===== src/rtl/pic_pkg.sv =====
// pic_pkg: state/command types, ICW/OCW bit indices and write decode
// shared by the PIC command register file.
`timescale 1ns/1ps
package pic_pkg;

    typedef enum logic [2:0] {
        WAIT_ICW1,
        WAIT_ICW2,
        WAIT_ICW3,
        WAIT_ICW4,
        READY
    } pic_state_e;

    typedef enum logic [2:0] {
        CMD_NONE,
        CMD_ICW1,
        CMD_ICWN,
        CMD_OCW1,
        CMD_OCW2,
        CMD_OCW3
    } pic_cmd_e;

    localparam int ICW1_IC4  = 0;
    localparam int ICW1_SNGL = 1;

    localparam int OCW3_RIS  = 0;
    localparam int OCW3_RR   = 1;
    localparam int OCW3_P    = 2;
    localparam int OCW3_SMM  = 5;
    localparam int OCW3_ESMM = 6;

    localparam logic [7:0] ICW1_MASK = 8'h10;
    localparam logic [7:0] OCW_MASK  = 8'h18;
    localparam logic [7:0] OCW2_SEL  = 8'h00;
    localparam logic [7:0] OCW3_SEL  = 8'h08;

    // ICW1 wins over everything; OCWs only decode once initialised
    function automatic pic_cmd_e cmd_decode(
        input logic       a0,
        input logic [7:0] d,
        input logic       ready
    );
        pic_cmd_e cmd;
        cmd = CMD_NONE;
        unique case (1'b1)
            (!a0 && ((d & ICW1_MASK) != 8'h00)):
                cmd = CMD_ICW1;
            (a0 && !ready):
                cmd = CMD_ICWN;
            (a0 && ready):
                cmd = CMD_OCW1;
            (!a0 && ready && ((d & OCW_MASK) == OCW2_SEL)):
                cmd = CMD_OCW2;
            (!a0 && ready && ((d & OCW_MASK) == OCW3_SEL)):
                cmd = CMD_OCW3;
            default:
                cmd = CMD_NONE;
        endcase
        return cmd;
    endfunction

endpackage


===== src/rtl/pic_strobe_sync.sv =====
// pic_strobe_sync: multi-flop synchroniser for an active-low CPU strobe
// with edge detect; resets to the inactive (high) level.
`timescale 1ns/1ps
module pic_strobe_sync #(
    parameter int STAGES = 2
) (
    input  logic clk,
    input  logic rstn,
    input  logic din,
    output logic sync,
    output logic rise,
    output logic fall
);

    logic [STAGES-1:0] sr;
    logic              prev;

    always_ff @(posedge clk or negedge rstn) begin
        if (!rstn) begin
            sr   <= '1;
            prev <= 1'b1;
        end else begin
            sr   <= {sr[STAGES-2:0], din};
            prev <= sr[STAGES-1];
        end
    end

    assign sync = sr[STAGES-1];
    assign rise = sync & ~prev;
    assign fall = ~sync & prev;

endmodule


===== src/rtl/pic_cmd_regfile.sv =====
// pic_cmd_regfile: PIC read/write control, ICW/OCW register file and
// read-back mux. Define PIC_POLL_EN to add OCW3 poll reads and poll_ack.
`timescale 1ns/1ps
module pic_cmd_regfile
    import pic_pkg::*;
#(
    parameter int DW          = 8,
    parameter int NIRQ        = 8,
    parameter int SYNC_STAGES = 2
) (
    input  logic            clk,
    input  logic            rstn,
    input  logic            csn,
    input  logic            rdn,
    input  logic            wrn,
    input  logic            a0,
    input  logic [DW-1:0]   d_in,
    output logic [DW-1:0]   d_out,
    output logic            d_oe,
    input  logic [NIRQ-1:0] irr,
    input  logic [NIRQ-1:0] isr,
    output logic [NIRQ-1:0] imr,
    output logic [7:0]      icw1,
    output logic [7:0]      icw2,
    output logic [7:0]      icw3,
    output logic [7:0]      icw4,
    output logic [7:0]      ocw2,
    output logic            ocw2_stb,
    output logic            smm,
    output logic            init_done
`ifdef PIC_POLL_EN
    ,
    output logic            poll_ack
`endif
);

    logic cs_s, cs_rise, cs_fall;
    logic rd_s, rd_rise, rd_fall;
    logic wr_s, wr_rise, wr_fall;

    pic_strobe_sync #(.STAGES(SYNC_STAGES)) u_cs (
        .clk(clk), .rstn(rstn), .din(csn),
        .sync(cs_s), .rise(cs_rise), .fall(cs_fall)
    );
    pic_strobe_sync #(.STAGES(SYNC_STAGES)) u_rd (
        .clk(clk), .rstn(rstn), .din(rdn),
        .sync(rd_s), .rise(rd_rise), .fall(rd_fall)
    );
    pic_strobe_sync #(.STAGES(SYNC_STAGES)) u_wr (
        .clk(clk), .rstn(rstn), .din(wrn),
        .sync(wr_s), .rise(wr_rise), .fall(wr_fall)
    );

    logic          wa0_q;
    logic [DW-1:0] wd_q;
    logic [7:0]    wb;
    logic          wr_clash;
    logic          ris;
    logic          commit;
    logic          rd_act;
    logic [DW-1:0] rdata;
    pic_state_e    state_q, state_d;
    pic_cmd_e      cmd;
    logic          sync_unused;

    assign sync_unused = ^{cs_rise, cs_fall, rd_rise, rd_fall, wr_fall, wd_q};

    assign wb        = wd_q[7:0];
    assign init_done = (state_q == READY);
    assign rd_act    = ~cs_s & ~rd_s;
    // a read overlapping the write, or chip select lost first, drops it
    assign commit    = wr_rise & ~cs_s & rd_s & ~wr_clash;

    always_comb begin
        cmd     = CMD_NONE;
        state_d = state_q;
        if (commit) begin
            cmd = cmd_decode(wa0_q, wb, state_q == READY);
        end
        case (cmd)
            CMD_ICW1: state_d = WAIT_ICW2;
            CMD_ICWN: begin
                case (state_q)
                    WAIT_ICW2: begin
                        if (!icw1[ICW1_SNGL])
                            state_d = WAIT_ICW3;
                        else if (icw1[ICW1_IC4])
                            state_d = WAIT_ICW4;
                        else
                            state_d = READY;
                    end
                    WAIT_ICW3:
                        state_d = icw1[ICW1_IC4] ? WAIT_ICW4 : READY;
                    WAIT_ICW4:
                        state_d = READY;
                    default: ;
                endcase
            end
            default: ;
        endcase
    end

`ifdef PIC_POLL_EN
    logic       poll_pend;
    logic       poll_rd;
    logic [2:0] lvl;
    logic [7:0] poll_word;

    always_comb begin
        lvl = 3'd0;
        for (int i = NIRQ - 1; i >= 0; i--) begin
            if (irr[i]) lvl = 3'(i);
        end
        poll_word = {|irr, 4'b0000, lvl};
    end

    always_ff @(posedge clk or negedge rstn) begin
        if (!rstn) begin
            poll_pend <= 1'b0;
            poll_rd   <= 1'b0;
            poll_ack  <= 1'b0;
        end else begin
            poll_ack <= d_oe & ~rd_act & poll_rd;
            if (d_oe & ~rd_act & poll_rd) begin
                poll_pend <= 1'b0;
                poll_rd   <= 1'b0;
            end else if (rd_act & poll_pend & ~a0) begin
                poll_rd <= 1'b1;
            end
            if ((cmd == CMD_OCW3) && wb[OCW3_P]) begin
                poll_pend <= 1'b1;
            end
        end
    end
`endif

    always_comb begin
        rdata = '0;
        if (a0)
            rdata = DW'(imr);
        else if (ris)
            rdata = DW'(isr);
        else
            rdata = DW'(irr);
`ifdef PIC_POLL_EN
        if (poll_pend && !a0) rdata = DW'(poll_word);
`endif
    end

    always_ff @(posedge clk or negedge rstn) begin
        if (!rstn) begin
            state_q  <= WAIT_ICW1;
            wa0_q    <= 1'b0;
            wd_q     <= '0;
            wr_clash <= 1'b0;
            icw1     <= 8'h00;
            icw2     <= 8'h00;
            icw3     <= 8'h00;
            icw4     <= 8'h00;
            ocw2     <= 8'h00;
            ocw2_stb <= 1'b0;
            imr      <= '0;
            ris      <= 1'b0;
            smm      <= 1'b0;
            d_out    <= '0;
            d_oe     <= 1'b0;
        end else begin
            state_q  <= state_d;
            ocw2_stb <= 1'b0;
            d_oe     <= rd_act;
            if (rd_act) d_out <= rdata;
            if (~wr_s & ~cs_s) begin
                wa0_q <= a0;
                wd_q  <= d_in;
            end
            wr_clash <= wr_rise ? 1'b0 : (wr_clash | (~wr_s & ~rd_s));
            case (cmd)
                CMD_ICW1: begin
                    icw1 <= wb;
                    icw2 <= 8'h00;
                    icw3 <= 8'h00;
                    icw4 <= 8'h00;
                    imr  <= '0;
                    ris  <= 1'b0;
                    smm  <= 1'b0;
                end
                CMD_ICWN: begin
                    case (state_q)
                        WAIT_ICW2: icw2 <= wb;
                        WAIT_ICW3: icw3 <= wb;
                        WAIT_ICW4: icw4 <= wb;
                        default: ;
                    endcase
                end
                CMD_OCW1: imr <= wd_q[NIRQ-1:0];
                CMD_OCW2: begin
                    ocw2     <= wb;
                    ocw2_stb <= 1'b1;
                end
                CMD_OCW3: begin
                    if (wb[OCW3_RR])   ris <= wb[OCW3_RIS];
                    if (wb[OCW3_ESMM]) smm <= wb[OCW3_SMM];
                end
                default: ;
            endcase
        end
    end

endmodule

===== config.mk =====
export PLATFORM = sky130hd
export DESIGN_NAME = pic_cmd_regfile
export DESIGN_NICKNAME = d
export VERILOG_FILES = /design/src/rtl/pic_pkg.sv /design/src/rtl/pic_strobe_sync.sv /design/src/rtl/pic_cmd_regfile.sv
export SDC_FILE = /design/constraint.sdc
export NUM_CORES = 1
export LEC_CHECK = 0
export CAP_MARGIN = 20
export CORE_ASPECT_RATIO = 1.1
export CORE_MARGIN = 1
export CORE_UTILIZATION = 41
export CTS_CLUSTER_DIAMETER = 100
export DETAILED_ROUTE_END_ITERATION = 8
export GPL_TIMING_DRIVEN = 1
export PLACE_DENSITY = 0.73
export SKIP_LAST_GASP = 1
export SLEW_MARGIN = 20
export SYNTH_ARGS = -nofsm -noshare
export SYNTH_HDL_FRONTEND = slang
export SYNTH_SLANG_ARGS = --single-unit

===== constraint.sdc =====
create_clock -name clk -period 2 [get_ports clk]
set_input_delay 0.3 -clock clk [delete_from_list [all_inputs] [get_ports clk]]
set_output_delay 0.3 -clock clk [all_outputs]
set_load 0.1 [all_outputs]

# == Yosys cells after proc, flatten, opt, wreduce, memory -nomap -nowiden ==
# Cells that the tools add are included.
# word_totals
register_bits,80
output_inout_bits,60
elab_cells,87
# op_classes
eq_ne,16
mux,21
n_bitwise,13
n_reduce_logical,18
# ops
operator,count
$pmux W8 S2,4
$mux W8,5
$pmux W3 S5,1
$eq A3 B2 Y1 const B,4
$reduce_and A2 Y1,6
$eq A3 B3 Y1 const B,3
$mux W3,3
$pmux W3 S3,1
$logic_not A8 Y1,1
$and A1 B1 Y1,7
$eq A3 B1 Y1 const B,2
$logic_and A1 B1 Y1,6
$ne A2 B2 Y1 const B,3
$pmux W3 S2,1
$reduce_bool A2 Y1,3
$not A1 Y1,5
$mux W1,4
$ne A2 B1 Y1 const B,2
$ne A4 B2 Y1 const B,1
$pmux W1 S2,2
$eq A2 B1 Y1 const B,1
$logic_not A1 Y1,2
$or A1 B1 Y1,1

# == Logic depth before layout (Yosys ltp) ==
# Gate-level depths: netlist (run 1).
# depth
ltp_word,9
mapped_depth,7

# == Modules after synthesis ==
# A second synthesis (run 1) with hierarchy kept.
# unflattened
cells_unflattened,273
hier_area_um2,3325.7
# by_module_without_submodules
module,instances,cells_each,area_per_inst_um2
pic_cmd_regfile,1,258,3044.2
pic_strobe_sync,3,5,93.8

# == Least setup slack after synthesis (run 1) ==
# OpenSTA, ideal clock, no wires.
# synth_path
path_kind,register to register
from,register state_q[0]
to,register imr[6]
setup_ns,0.122
arrival_time_ns,2.389
required_time_ns,1.878
path_slack_ns,-0.511
stages_incl_launch_ff,8
path_buffers,3
period_less_slack_ns,2.511
path_cell_list,dfrtp_1 buf_6 nor3b_4 nor2b_2 buf_6 or3_1 buf_6 a22o_1
# synth_between
elab_chain_len,7
elab_cells_between_ends,13
classes_between,eq/ne: 3; mux: 3; reduce/logical: 7
# synth_lines
item,line,text
start: declaration,pic_cmd_regfile.sv:62,"pic_state_e state_q, state_d;"
start signal: assignment,pic_cmd_regfile.sv:168,state_q <= state_d;
$eq A3 B3 Y1 (*),-,
via init_done,pic_cmd_regfile.sv:30,output logic init_done
$logic_and A1 B1 Y1 or $logic_not A1 Y1 (tied branches),"pic_pkg.sv:52, pic_pkg.sv:54, pic_pkg.sv:48",
$logic_and A1 B1 Y1 (on tied branches),"pic_pkg.sv:54, pic_pkg.sv:48, pic_pkg.sv:52",
$pmux W3 S5 (*),pic_pkg.sv:45,unique case (1'b1)
$mux W3 (*),pic_cmd_regfile.sv:77,if (commit) begin
$eq A3 B2 Y1 or $eq A3 B1 Y1 (tied branches),pic_cmd_regfile.sv:177,case (cmd)
$pmux W8 S2 or $reduce_bool A2 Y1 (tied branches),-,
end signal: assignment,pic_cmd_regfile.sv:195,CMD_OCW1: imr <= wd_q[NIRQ-1:0];
end: declaration,pic_cmd_regfile.sv:22,"output logic [NIRQ-1:0] imr,"
# The timed path passes the listed nets; every way through them passes the cells marked *.
# A chain may end at the register's enable or synchronous reset.

# == Worst setup path after layout (run 1) ==
# layout_path
from,register u_rd.sr[1]
to,register imr[3]
# layout_between
elab_chain_len,5
elab_cells_between_ends,7
classes_between,eq/ne: 2; mux: 2; bitwise: 2; reduce/logical: 1
# layout_lines
item,line,text
start: declaration,pic_strobe_sync.sv:15,logic [STAGES-1:0] sr;
start signal: assignment,pic_strobe_sync.sv:23,"sr <= {sr[STAGES-2:0], din};"
$and A1 B1 Y1 (*) (2 in a row),pic_cmd_regfile.sv:72,assign commit = wr_rise & ~cs_s & rd_s & ~wr_clash;
$mux W3 (*),pic_cmd_regfile.sv:77,
$eq A3 B2 Y1 or $eq A3 B1 Y1 (tied branches),pic_cmd_regfile.sv:177,
$pmux W8 S2 or $reduce_bool A2 Y1 (tied branches),-,
# Every way passes the cells marked *; elsewhere a longest branch is shown, timed or not.

==> run metrics, run 1 <==
status finished, final reports clean; Finished Layout Cells 480; first-pass GRT wire length 12.6 mm; cts hold-fix bufs 1; Cell Count Post-Placement 464; largest net degree at the start of global routing 32; mux share of post-synthesis cell area 0.100; CTS Root Cell clkbuf_8; Slew HR 0.581; Layout area overhead 34.6%; hold endpoint u_cs.sr[0]; Fin Clk Skew 0.0113 ns; share of cells above drive strength 1 0.333; largest family of logic cells by synthesized area compound AO/OA/AOI/OAI gates; period utilisation layout 0.948; CTS tree built; CTS H-tree lvls 3; Setup TNS Final 0 ns; Pwr per Cell Area 1000 nW/um^2; Slew Viols, Final 0; Std-Cell Rows 33; DR vias 2488; Synth area leader dfrtp_1; post-layout min period 1.90 ns; Primary FF master, synth dfrtp_1; LEAKAGE 2.09 nW; area share of fa/ha/maj cells after synthesis 0; max-cap violation count 0; WP data required 2.23 ns; Hold Crit Class in2reg; Worst Path Arrival 2.12 ns; CP max FO 7; RSZ-0062 raised after global routing false; PortBufs 89; die height 95.8 um; DRT iter0 DRCs 156; post-synthesis simple-gate area fraction 0.113; Ports 90; RD Place Congestion 0.845; worst hold slack 0.355 ns; Place WS 0.125 ns; HPWL after DPL 5.43 mm; Die Area 8360 sq um; clock latency at the later pin of the worst-skew pair 0.35 ns; post-synth top area share 0.557; Residual DRC 0; DRT Pass-1 Iters 4; hold_sp csn; Global Route Usage Sum 0.204; starting density of the core 0.431; post-CTS setup buffer count 0; final net count 401; Post-Synth XOR/XNOR Area 0; Worst IR Drop VDD 0.440 mV; Slew @ Worst Pin 0.627 ns; synth warn 0; Setup WS post-layout 0.103 ns; Mapped Cells 274; clock-pin transition on the worst setup and hold timing paths 0.08 ns; syn_nets 304; Seq cells post-synth 80; initial antenna violation count 0; WL final 7.75 mm; reg2reg path depth 4; Reg-to-Reg Start u_rd.sr[1]; sequential element share of the synthesized area 0.613; Final Hold Fails 0; via/cell ratio 5.18; vias in the first global route 2437; Clock Sinks 80; CTS Buf Count 9; Cell Area, Synth 3280 sq um; asr flop ratio synth 1.00; Hold Crit Depth 1; Die W 87.3 um; fmax 527 MHz; DR WL/cell 16.2 um; Setup crit end kind flip-flop; Crit Path Category reg2reg; commonest cells after routing, fill and taps aside 73 x dfrtp_1, 73 x buf_4, 32 x nand2_1, 28 x clkdlybuf4s50_1, 25 x o21ai_0; Final setup violation count 0; antenna-violating nets left 0; Syn Area/Cell 12.0 sq um; CP startpoint kind flip-flop; Post-synth EDFFs 0; ANT cells 0; clk buf depth 2; utilization after layout 0.581; r2r endpoint imr[3]; Compound-Gate Fraction of Synth Area 0.141; GRT Residual Overflow 0; top cells by area, synth dfrtp_1 56%, mux2_2 7.6%, a22o_1 5.6%, dfstp_2 5.6%, o21ai_0 3.8%; core area 7600 sq um; PostCTS Resize Cnt 0; Cell variety after synth 36; R2R Setup Slk 0.10 ns
==> power breakdown <==
group / switching, mW / internal [mW]
logic: 0.937 / 0.341
registers: 0.152 / 1.76
clock network: 0.539 / 0.693
total: 1.63 / 2.79
==> synth_stat cells, types with 2 or more instances <==
| cell | count |
|---|---|
| nor2b_1 | 6 |
| a21oi_1 | 11 |
| and4b_2 | 2 |
| o31ai_1 | 4 |
| dfstp_2 | 7 |
| clkbuf_1 | 11 |
| a22o_1 | 21 |
| dfrtp_1 | 73 |
| nand3_1 | 5 |
| o21ai_0 | 25 |
| mux2i_1 | 8 |
| nand3b_1 | 2 |
| a31oi_1 | 3 |
| or2_2 | 2 |
| inv_1 | 3 |
| nand2_1 | 32 |
| nor2_1 | 14 |
| a21o_1 | 2 |
| buf_6 | 3 |
| mux2_2 | 22 |
| a2bb2oi_1 | 2 |
| buf_1 | 2 |
==> cell type report <==
class,instances,area [sq um]
inverter,3,11.3
timing repair buffer,104,878
fill,682,3180
multi-input combinational,173,1180
sequential,80,2010
clock inverter,4,70.1
tap,105,131
clock buffer,11,131
==> worst max-delay path by stage <==
stage	startpoint	endpoint	slack (ns)	cells after the start
after floorplan	state_q[1]	imr[6]	-0.51	7
after global placement	u_rd.sr[1]	ocw2[0]	0.17	4
after detailed placement	u_rd.sr[1]	imr[7]	0.12	4
after CTS	u_rd.sr[1]	ocw2[0]	0.11	4
after global routing	u_rd.sr[1]	imr[0]	0.04	4
final	u_rd.sr[1]	imr[3]	0.10	4
==> worst max-delay path, cell delays in order, from the launching register on <==
cell	delay [ns]
dfstp_2	0.53
nor2b_1	0.27
nand3_2	0.18
or3_1	0.52
a22o_1	0.27
==> routing by layer <==
| metal | track usage | vias to the layer above | part of all wire |
|---|---|---|---|
| li1 | - | 1164 | - |
| met3 | 0.0412 | 9 | 0.058 |
| met5 | 0 | - | 0 |
| met2 | 0.324 | 84 | 0.47 |
| met1 | 0.274 | 1231 | 0.45 |
| met4 | 0.0833 | 0 | 0.016 |
==> flip-flops by register name, summed over array words and instances (netlist names) <==
signal     flops
u_rd.sr        2
d_oe           1
u_cs.sr        2
wb             8
icw2           8
wa0_q          1
imr            8
d_out          8
icw3           8
icw4           8
smm            1
u_wr.sr        2
state_q        3
ris            1
ocw2           8
u_wr.prev      1
ocw2_stb       1
icw1           8
wr_clash       1
==> cells by family (layout without fill, tap and decap cells) <==
family | after synthesis | in the layout
muxes | 30 | 30
buffers and inverters | 21 | 122
AOI/OAI and AO/OA | 70 | 70
and+or+nand+nor | 73 | 73
DFF | 80 | 80
==> metrics by stage <==
stage	instance area [sq um]	total power, mW
2_1_floorplan	3310	2.86
3_3_place_gp	4200	3.21
3_5_place_dp	4200	3.23
4_1_cts	4410	4.46
5_1_grt	4410	4.63
6_report	4410	4.42
(Power assumes the default switching activity.)
==> run 2: changes to the inputs <==
--- a/config.mk
+++ b/config.mk
@@ -13,8 +13,9 @@
 export DETAILED_ROUTE_END_ITERATION = 8
 export GPL_TIMING_DRIVEN = 1
 export PLACE_DENSITY = 0.73
+export SKIP_CTS_REPAIR_TIMING = 1
 export SKIP_LAST_GASP = 1
-export SLEW_MARGIN = 20
+export SLEW_MARGIN = 25
 export SYNTH_ARGS = -nofsm -noshare
 export SYNTH_HDL_FRONTEND = slang
 export SYNTH_SLANG_ARGS = --single-unit
==> run 2 against run 1 <==
  * Design area unchanged
  * Sequential share of layout area is the same
  * Flip-flop and latch count did not move
  * Sequential power is essentially flat
  * Non-clock buffer count is the same
  * Final cell count is the same
  * Register-to-register slack is essentially flat
  * Critical path depth unchanged
  * Highest routed layer unchanged
==> run metrics, run 2 (synthesis gave the netlist of run 1 again) <==
status finished, final reports clean; Slew HR 0.581; max-cap violation count 0; Final Hold Fails 0; die height 95.8 um; DR vias 2488; DR WL/cell 16.2 um; initial antenna violation count 0; worst hold slack 0.355 ns; Std-Cell Rows 33; CP startpoint kind flip-flop; sequential power share 0.432; Crit Path Category reg2reg; CTS tree built; fmax 527 MHz; Worst Path Arrival 2.12 ns; largest net degree at the start of global routing 32; RSZ-0062 raised after global routing false; CTS H-tree lvls 3; period utilisation layout 0.948; WP data required 2.23 ns; clk buf depth 2; clock latency at the later pin of the worst-skew pair 0.35 ns; CP max FO 7; clock-pin transition on the worst setup and hold timing paths 0.08 ns; Setup TNS Final 0 ns; GRT Residual Overflow 0; Ports 90; Residual DRC 0; Final setup violation count 0; Combinational Power Share 0.289; Setup crit end kind flip-flop; first-pass GRT wire length 12.6 mm; Pwr per Cell Area 1000 nW/um^2; Die Area 8360 sq um; core area 7600 sq um; CTS Buf Count 9; Global Route Usage Sum 0.203; vias in the first global route 2434; DRT Pass-1 Iters 4; Slew Viols, Final 0; Int Pwr 2.79 mW; Net Sw Power 1.63 mW; Worst IR Drop VDD 0.440 mV; final net count 401; post-layout min period 1.90 ns; WL final 7.75 mm; clock network power share 0.279; DRT iter0 DRCs 156; share of cells above drive strength 1 0.333; Setup WS post-layout 0.103 ns; ANT cells 0; Finished Layout Cells 480; RD Place Congestion 0.845; Clock Sinks 80; via/cell ratio 5.18; commonest cells after routing, fill and taps aside 73 x dfrtp_1, 73 x buf_4, 32 x nand2_1, 28 x clkdlybuf4s50_1, 25 x o21ai_0; Cell Count Post-Placement 464; starting density of the core 0.431; HPWL after DPL 5.43 mm; Fin Clk Skew 0.0113 ns; Layout area overhead 34.6%; LEAKAGE 2.09 nW; CTS Root Cell clkbuf_8; Place WS 0.125 ns; antenna-violating nets left 0; Die W 87.3 um; switching part of the total 0.368; Slew @ Worst Pin 0.627 ns; Hold Crit Class in2reg; fill count 682; PortBufs 89
## run 2: cell counts in the layout (fill, tap and decap cells not counted)
Identical to the previous run, type by type.
## run 2: final timing paths
path / slack (ns) / startpoint / end / depth (start not counted)
worst max-delay path: 0.10 / u_rd.sr[1] / imr[3] / 4
worst min register to register: 0.36 / u_wr.sr[0] / u_wr.sr[1] / 0
worst min-delay path: 0.36 / csn / u_cs.sr[0] / 1
min in group asynchronous: 0.42 / rstn / icw3[7] / 2
worst max register to register: 0.10 / u_rd.sr[1] / imr[3] / 4
max in group asynchronous: 0.94 / rstn / imr[6] / 3
## run 2: power by group through the flow
stage | clock network (mW) | logic [mW] | registers (mW)
final | 1.23 | 1.28 | 1.91
after floorplan | 0 | 0.331 | 2.53
after CTS | 1.26 | 1.28 | 1.91
after global placement | 0 | 1.27 | 1.94
after detailed placement | 0 | 1.28 | 1.95
after global routing | 1.34 | 1.35 | 1.93
## run 2: metrics by stage
step,power (mW),area [sq um],utilization
3_5_place_dp,3.23,4200,0.553
6_report,4.42,4410,0.581
3_3_place_gp,3.21,4200,0.553
5_1_grt,4.63,4410,0.581
4_1_cts,4.46,4400,0.580
2_1_floorplan,2.86,3310,-
## run 2: layer usage
layer | track usage | up-vias | wire (um)
met3 | 0.0412 | 9 | 450
met1 | 0.273 | 1231 | 3500
li1 | - | 1164 | -
met5 | 0 | - | 0
met4 | 0.0833 | 0 | 126
met2 | 0.324 | 84 | 3680
## run 2: final cells by class
| cell class | instances | area (sq um) | share of cell area |
|---|---|---|---|
| Clock buffer | 11 | 131 | 0.0298 |
| Clock inverter | 4 | 70.1 | 0.0159 |
| Inverter | 3 | 11.3 | 0.00255 |
| Multi-Input combinational cell | 173 | 1180 | 0.267 |
| Sequential cell | 80 | 2010 | 0.456 |
| Tap cell | 105 | 131 | 0.0298 |
| Timing Repair Buffer | 104 | 878 | 0.199 |
## run 2: critical path, cell delays in order (launching register included)
cell     delay [ns]
dfstp_2        0.53
nor2b_1        0.27
nand3_2        0.18
or3_1          0.52
a22o_1         0.27
